File: config.mk
export PLATFORM = sky130hd
export DESIGN_NAME = inst_queue_dispatcher_flat
export DESIGN_NICKNAME = d
export VERILOG_FILES = /design/src/rtl/inst_queue_dispatcher_if.sv /design/src/rtl/inst_queue_dispatcher.sv /design/src/flat_wrapper.sv
export SDC_FILE = /design/constraint.sdc
export NUM_CORES = 1
export LEC_CHECK = 0
export BUFFER_PORTS_ARGS = -buffer_cell sky130_fd_sc_hd__buf_2
export CAP_MARGIN = 20
export CORE_AREA = 2 2 83 85
export CTS_CLUSTER_SIZE = 24
export DETAILED_ROUTE_END_ITERATION = 8
export DIE_AREA = 0 0 85 87
export PLACE_DENSITY = 0.88
export SLEW_MARGIN = 20
export SYNTH_ARGS = -nofsm -noshare
export SYNTH_HDL_FRONTEND = slang
export SYNTH_SLANG_ARGS = --single-unit
File: constraint.sdc
create_clock -name clk -period 3.3 [get_ports clk]
set_input_delay 0.825 -clock clk [delete_from_list [all_inputs] [get_ports clk]]
set_output_delay 0.825 -clock clk [all_outputs]
set_load 0.1 [all_outputs]
File: src/rtl/inst_queue_dispatcher_if.sv
// Dispatcher-side bundle: FIFO read port, flush, and reservation-station dispatch port.
// The DUT uses the slave modport; the environment (FIFO + reservation stations) uses master.
interface inst_queue_dispatcher_if #(
    parameter int DATA_WIDTH = 32,
    parameter int SEQ_WIDTH  = 4
);
    logic                  fifo_read;
    logic [DATA_WIDTH-1:0] fifo_data;
    logic                  fifo_empty;
    logic                  flush;
    logic                  dispatch_valid;
    logic                  dispatch_ready;
    logic [DATA_WIDTH-1:0] dispatch_data;
    logic [SEQ_WIDTH-1:0]  dispatch_seq;

    modport slave (
        output fifo_read,
        input  fifo_data,
        input  fifo_empty,
        input  flush,
        output dispatch_valid,
        input  dispatch_ready,
        output dispatch_data,
        output dispatch_seq
    );

    modport master (
        input  fifo_read,
        output fifo_data,
        output fifo_empty,
        output flush,
        input  dispatch_valid,
        output dispatch_ready,
        input  dispatch_data,
        input  dispatch_seq
    );
endinterface

File: src/rtl/inst_queue_dispatcher.sv
// Instruction-FIFO consumer: 2-entry head/skid buffer feeding the dispatch port with seq tags.
// Optional macro DISPATCH_NOP_DROP_EN pops canonical NOPs (32'h00000013) without buffering them.
module inst_queue_dispatcher #(
    parameter int DATA_WIDTH = 32,
    parameter int SEQ_WIDTH  = 4
) (
    input  logic                    clk,
    input  logic                    rst,
    inst_queue_dispatcher_if.slave  bus
);

    typedef enum logic [1:0] {
        ST_EMPTY = 2'd0,
        ST_ONE   = 2'd1,
        ST_TWO   = 2'd2
    } state_e;

    state_e                state_q,     state_d;
    logic [DATA_WIDTH-1:0] head_data_q, head_data_d;
    logic [DATA_WIDTH-1:0] skid_data_q, skid_data_d;
    logic [SEQ_WIDTH-1:0]  head_seq_q,  head_seq_d;
    logic [SEQ_WIDTH-1:0]  skid_seq_q,  skid_seq_d;
    logic [SEQ_WIDTH-1:0]  next_seq_q,  next_seq_d;

    logic fifo_read;
    logic dispatch_valid;
    logic push;
    logic pop;
    logic is_nop;

`ifdef DISPATCH_NOP_DROP_EN
    localparam bit                    NopDropActive = (DATA_WIDTH == 32);
    localparam logic [DATA_WIDTH-1:0] NopWord       = DATA_WIDTH'(32'h0000_0013);

    assign is_nop = NopDropActive && (bus.fifo_data == NopWord);
`else
    assign is_nop = 1'b0;
`endif

    // Read strobe depends only on registered occupancy, empty and flush, never on dispatch_ready.
    assign fifo_read      = !bus.fifo_empty && !bus.flush && (state_q != ST_TWO);
    assign dispatch_valid = (state_q != ST_EMPTY) && !bus.flush;
    assign pop            = dispatch_valid && bus.dispatch_ready;
    assign push           = fifo_read && !is_nop;

    always_comb begin
        // NOTE: every next-state signal gets its hold value first, so no path through this block can infer a latch.
        state_d     = state_q;
        head_data_d = head_data_q;
        skid_data_d = skid_data_q;
        head_seq_d  = head_seq_q;
        skid_seq_d  = skid_seq_q;
        next_seq_d  = next_seq_q;

        unique case (state_q)
            ST_EMPTY: begin
                if (push) begin
                    head_data_d = bus.fifo_data;
                    head_seq_d  = next_seq_q;
                    state_d     = ST_ONE;
                end
            end
            ST_ONE: begin
                if (push && pop) begin
                    head_data_d = bus.fifo_data;
                    head_seq_d  = next_seq_q;
                end else if (push) begin
                    skid_data_d = bus.fifo_data;
                    skid_seq_d  = next_seq_q;
                    state_d     = ST_TWO;
                end else if (pop) begin
                    state_d = ST_EMPTY;
                end
            end
            ST_TWO: begin
                if (pop) begin
                    head_data_d = skid_data_q;
                    head_seq_d  = skid_seq_q;
                    state_d     = ST_ONE;
                end
            end
            default: state_d = ST_EMPTY;
        endcase

        if (push) begin
            next_seq_d = next_seq_q + SEQ_WIDTH'(1);
        end

        // Flush empties the buffer but keeps the tag counter running across mispredicts.
        if (bus.flush) begin
            state_d = ST_EMPTY;
        end
    end

    // NOTE: state registers use non-blocking assignments so every flop samples pre-edge values.
    always_ff @(posedge clk) begin
        if (rst) begin
            state_q     <= ST_EMPTY;
            // NOTE: buffer contents are reset too, so dispatch_data/seq read 0 until the first word arrives.
            head_data_q <= '0;
            skid_data_q <= '0;
            head_seq_q  <= '0;
            skid_seq_q  <= '0;
            next_seq_q  <= '0;
        end else begin
            state_q     <= state_d;
            head_data_q <= head_data_d;
            skid_data_q <= skid_data_d;
            head_seq_q  <= head_seq_d;
            skid_seq_q  <= skid_seq_d;
            next_seq_q  <= next_seq_d;
        end
    end

    assign bus.fifo_read      = fifo_read;
    assign bus.dispatch_valid = dispatch_valid;
    assign bus.dispatch_data  = head_data_q;
    assign bus.dispatch_seq   = head_seq_q;

endmodule

File: src/flat_wrapper.sv
// flat-port wrapper written by rule: the top's interface ports become plain ports
module inst_queue_dispatcher_flat 
#(
    parameter int DATA_WIDTH = 32,
    parameter int SEQ_WIDTH  = 4
)
  (clk, rst, bus_fifo_read, bus_fifo_data, bus_fifo_empty, bus_flush, bus_dispatch_valid, bus_dispatch_ready, bus_dispatch_data, bus_dispatch_seq);
  inst_queue_dispatcher_if #(.DATA_WIDTH(DATA_WIDTH), .SEQ_WIDTH(SEQ_WIDTH)) bus_i ();
  input  logic clk;
  input  logic rst;
  output wire logic [$bits(bus_i.fifo_read)-1:0] bus_fifo_read;
  input wire logic [$bits(bus_i.fifo_data)-1:0] bus_fifo_data;
  input wire logic [$bits(bus_i.fifo_empty)-1:0] bus_fifo_empty;
  input wire logic [$bits(bus_i.flush)-1:0] bus_flush;
  output wire logic [$bits(bus_i.dispatch_valid)-1:0] bus_dispatch_valid;
  input wire logic [$bits(bus_i.dispatch_ready)-1:0] bus_dispatch_ready;
  output wire logic [$bits(bus_i.dispatch_data)-1:0] bus_dispatch_data;
  output wire logic [$bits(bus_i.dispatch_seq)-1:0] bus_dispatch_seq;
  assign bus_fifo_read = bus_i.fifo_read;
  assign bus_i.fifo_data = bus_fifo_data;
  assign bus_i.fifo_empty = bus_fifo_empty;
  assign bus_i.flush = bus_flush;
  assign bus_dispatch_valid = bus_i.dispatch_valid;
  assign bus_i.dispatch_ready = bus_dispatch_ready;
  assign bus_dispatch_data = bus_i.dispatch_data;
  assign bus_dispatch_seq = bus_i.dispatch_seq;
  inst_queue_dispatcher #(.DATA_WIDTH(DATA_WIDTH), .SEQ_WIDTH(SEQ_WIDTH)) u_core (.clk(clk), .rst(rst), .bus(bus_i));
endmodule
# == Word level (Yosys, flattened, before mapping) ==
# Cells that the tools add are included.
# classes
bitwise,1
n_reduce_logical,14
n_mux,14
n_eq_ne,8
add_sub_neg,1
# op_table
op,count
2-to-1 mux 32 bit,3
one-hot mux 32 bit (3 select lines),1
2-to-1 mux 4 bit,3
one-hot mux 4 bit (3 select lines),1
2-to-1 mux 2 bit,5
AND reduction 4 bit,2
"inequality test 2 x 1 -> 1 bit, second input constant",3
one-hot mux 2 bit (3 select lines),1
logical AND 1 bit,5
"adder 4 x 1 -> 4 bit, second input constant",1
"inequality test 2 bit, second input constant",2
"inequality test 3 x 1 -> 1 bit, second input constant",1
AND reduction 3 bit,1
nonzero test 3 bit,1
"equality test 2 x 1 -> 1 bit, second input constant",1
"equality test 2 bit, second input constant",1
logical NOT 1 bit,2
logical NOT 2 bit,1
nonzero test 2 bit,1
OR reduction 2 bit,1
inverter 1 bit,1
# word_totals
inputBits,37
register_bits,78

# == Longest topological paths before layout ==
# logic_depth
depth_word,7
ltp_mapped,7

# == Least setup slack after synthesis ==
# OpenSTA, ideal clock, no wires.
# synth_timing
path_type,input to output
from,input port bus_flush
to,output port bus_dispatch_valid
setup_slack_ps,-174
path_stages,4
required_ps,2475
path_buffers,3
t_arrival_ps,2649
cell_sequence,buf_2 -> buf_1 -> clkbuf_1 -> nor2_1
# synth_between
elab_chain_cells,2
# synth_lines
item,line,text
"start, declared",flat_wrapper.sv:14,input wire logic [$bits(bus_i.flush)-1:0] bus_flush;
logical NOT 1 bit,inst_queue_dispatcher.sv:42,assign dispatch_valid = (state_q != ST_EMPTY) && !bus.flush;
logical AND 1 bit,inst_queue_dispatcher.sv:42,
"end, declared",flat_wrapper.sv:15,output wire logic [$bits(bus_i.dispatch_valid)-1:0] bus_dispatch_valid;
# No other way between the ends.

# == Worst setup path in the final report ==
# layout_timing
from,input port bus_flush
to,output port bus_fifo_read
# layout_between
elab_chain_cells,3
# layout_lines
item,line,text
logical NOT 1 bit,inst_queue_dispatcher.sv:41,assign fifo_read = !bus.fifo_empty && !bus.flush && (state_q != ST_TWO);
logical AND 1 bit (2 in series),inst_queue_dispatcher.sv:41,
"end, declared",flat_wrapper.sv:11,output wire logic [$bits(bus_i.fifo_read)-1:0] bus_fifo_read;
# No other way between the ends.

==> out/metrics.csv <==
stage,metric,value,unit
run_status,status,"finished, final reports clean",
placed_design,dpl ws,0.675,ns
grt,initial antenna violation count,0,
power,Flop pwr share,47.0,%
logic_synthesis,Synth area leader,dfxtp_1,
worst_setup_path,crit-path cells,buf_2 -> nor3_2 -> buf_2,
route,Post-DRT Antenna Nets,0,
finish,final core occ,60.3,%
sta,"Slew Viols, Final",0,
sta,setup violators final,0,
logic_synthesis,ys flop type,dfxtp_1,
route,Starting DRT DRC Count,215,
grt,global-route wire length before repair,12.9,mm
finish,fraction of layout cells with a size suffix above 1,21.6,%
power,Pwr Total,2.09,mW
worst_setup_path,Setup crit start kind,input pin,
logic_synthesis,"top cells by count, synth","nand2_1 (144), dfxtp_1 (78), a21oi_1 (72)",
logic_synthesis,"Seq/Total Area, Yosys",45.5,%
logic_synthesis,Post-synth EDFFs,0,
floorplanning,die width,85,microns
worst_setup_path,CP max FO,13,
finish,nets@finish,529,
floorplanning,Top-Level Pins,75,
route,WL final,7.89,mm
sta,final hold viol count,0,
worst_setup_path,most frequent CP cell,buf_2,
worst_setup_path,Critical R2R Launch,u_core.state_q[0],
worst_setup_path,Arrival @ worst endpoint,1.80,ns
grt,gr ovfl total,0,
grt,GRT Overall Usage,21.5,%
cts,Worst-Skew Late Latency,0.34,ns
min_path,min-delay src,u_core.skid_data_q[5],
power,P_leak,1.56,nW
route,WL/cell,13.7,microns
worst_setup_path,Critical Path RT,2.47,ns
sta,hold_ws,0.456,ns
min_path,hold endpoint,u_core.skid_data_q[5],
worst_setup_path,crit path from,bus_flush,
worst_setup_path,Critical Path End Type,output pin,
cts,Sink Count,78,
sta,Tcrit/Tclk final,79.5,%
sta,Max Fclk,381,MHz
worst_setup_path,Critical Path Slowest Stage Cell,buf_2,
logic_synthesis,Post-synth ARST share,0,%
grt,vias in the first global route,2897,
floorplanning,Die Span Y,87,microns
route,Vias/cell,5.57,
power,VDD IR-drop max,0.288,mV
finish,"Area growth, synth to finish",15.5,%
cts,clock root buffer,clkbuf_8,
placed_design,DP Cell Count,560,
placed_design,final RePlAce weighted congestion,0.780,
logic_synthesis,Syn Inst Count,438,
finish,n_diodes,0,
worst_setup_path,R2R Setup Slk,1.30,ns
power,Combinational Power Share,15.2,%
logic_synthesis,mean post-synth cell area,7.84,sq um
finish,area of the multi-input gates,1640,sq um
cts,hold buffer count at cts,0,
route,total number of vias,3200,
sta,min cycle time layout,2.62,ns
worst_setup_path,r2r endpoint,u_core.bus.dispatch_data[9],
logic_synthesis,"Distinct cells, synth",31,
floorplanning,FP Rows,30,
logic_synthesis,post-synthesis instance area,3430,sq um
route,DR pass1 iterations,4,
worst_setup_path,Reg2Reg Depth,5,
power,Psw,0.590,mW
floorplanning,core area,6570,sq um
finish,FF/Latch Area,1560,sq um
flow_run,maxcap violations,0,
finish,post-route insts no fill,575,
sta,setup repair after global routing missed its margin,no,
route,DRC Markers,0,
floorplanning,initial core utilization,52.3,%
power,PD cells,526,nW/um^2
sta,Setup TNS,0,ns
sta,Slew headroom,56.9,%
logic_synthesis,synthesis-stage register bit count,78,
logic_synthesis,ranking of synthesized cells by area,"dfxtp_1 (45%), nand2_1 (16%), a21oi_1 (10%)",
sta,worst slew pin tran,0.647,ns
cts,clock slew at reported path FFs,0.07,ns
placed_design,Buffers on Ports,74,
cts,# Post-CTS Setup Buffers,0,
min_path,Hold Path Depth,2,
cts,post-CTS sizing,0,
floorplanning,die area,7400,sq um
cts,H-tree depth,3,
logic_synthesis,syn nets,476,
cts,number of clock buffers inserted by TritonCTS,9,
logic_synthesis,Ys Warns,0,
logic_synthesis,cell with the most instances after synthesis,nand2_1,
cts,CTS tree,done,
worst_setup_path,Crit path largest cell delay,0.48,ns
worst_setup_path,critical path type,in -> out,
finish,fin area,3960,sq um
placed_design,dpl cell area,3740,sq um
sta,Worst Skew,0.00968,ns
logic_synthesis,share of the synthesized area in the top cell type,45.5,%
placed_design,DP HPWL,4.86,mm
sta,setup ws final,0.678,ns
finish,Filler cells,601,
grt,largest net degree at the start of global routing,69,
power,clock power share,37.8,%
cts,clock buffer depth,2,
min_path,Min-Delay Path Class,reg -> reg,
power,internal power,1.50,mW
power,sw frac,28.3,%
## layout make-up
cell class | instances | area share [%]
Timing Repair Buffer | 83 | 11.0
Multi-Input combinational cell | 319 | 41.4
Clock buffer | 11 | 3.82
Sequential cell | 78 | 39.4
Clock inverter | 4 | 1.77
Tap cell | 80 | 2.53
## per-layer routing
layer	global-route usage (%)	vias to the layer above	part of all wire, %
met1	26.8	1511	45
met3	3.51	10	4.9
met2	36.1	90	49
li1	-	1589	-
met5	0	-	0
met4	10.8	0	1.3
## power groups by stage
stage / Combinational, mW / Sequential [mW] / Clock, mW
after global placement: 0.313 / 1.00 / 0
after global routing: 0.337 / 0.983 / 0.842
after floorplan: 0.113 / 1.14 / 0
after detailed placement: 0.317 / 1.00 / 0
final: 0.317 / 0.981 / 0.788
after CTS: 0.317 / 0.981 / 0.805
## worst max-delay path: cells and delay by family
| family | cells | cell delay (ns) |
|---|---|---|
| buf+inv | 2 | 0.68 |
| simple gates | 1 | 0.28 |
## flip-flops by register name, indices dropped and copies added, names as in the netlist
register / cells
u_core.bus.dispatch_data: 32
u_core.skid_data_q: 32
u_core.bus.dispatch_seq: 4
u_core.next_seq_q: 4
u_core.skid_seq_q: 4
u_core.state_q: 2
## cells in the final DEF, fill, tap and decap left out, types with 2 or more instances in the layout
| cell type | netlist | routed |
|---|---|---|
| o21ai_0 | 27 | 27 |
| o21ai_1 | 9 | 9 |
| clkbuf_8 | 0 | 11 |
| buf_2 | 11 | 74 |
| dfxtp_1 | 78 | 78 |
| nand3_1 | 2 | 2 |
| nand2_1 | 144 | 144 |
| a21oi_2 | 2 | 2 |
| nor2_2 | 1 | 2 |
| a211o_1 | 36 | 36 |
| buf_4 | 1 | 9 |
| nor4_1 | 2 | 2 |
| mux2i_1 | 2 | 2 |
| bufinv_16 | 0 | 2 |
| a21oi_1 | 72 | 72 |
| xnor2_1 | 2 | 2 |
| nor2_1 | 7 | 6 |
| clkinv_2 | 0 | 2 |
## logic make-up (layout without fill, tap and decap cells)
group                    Yosys count  after routing  synth area share [%]
XOR/XNOR                           3              3                 0.765
adder cells (fa/ha/maj)            1              1                 0.364
multiplexers                       2              2                 0.583
buffers and inverters             41             98                  6.74
flip-flops                        78             78                  45.5
AO/OA/AOI/OAI                    148            148                  26.2
AND/OR/NAND/NOR                  165            165                  19.9
## worst max path at each step
stage | end | slack (ns)
6_report | bus_fifo_read | 0.68
3_3_place_gp | bus_fifo_read | 0.68
3_5_place_dp | bus_fifo_read | 0.67
4_1_cts | bus_fifo_read | 0.68
5_1_grt | bus_fifo_read | 0.61
2_1_floorplan | bus_fifo_read | 0.16
No activity file was read; power rests on OpenSTA's default activity.
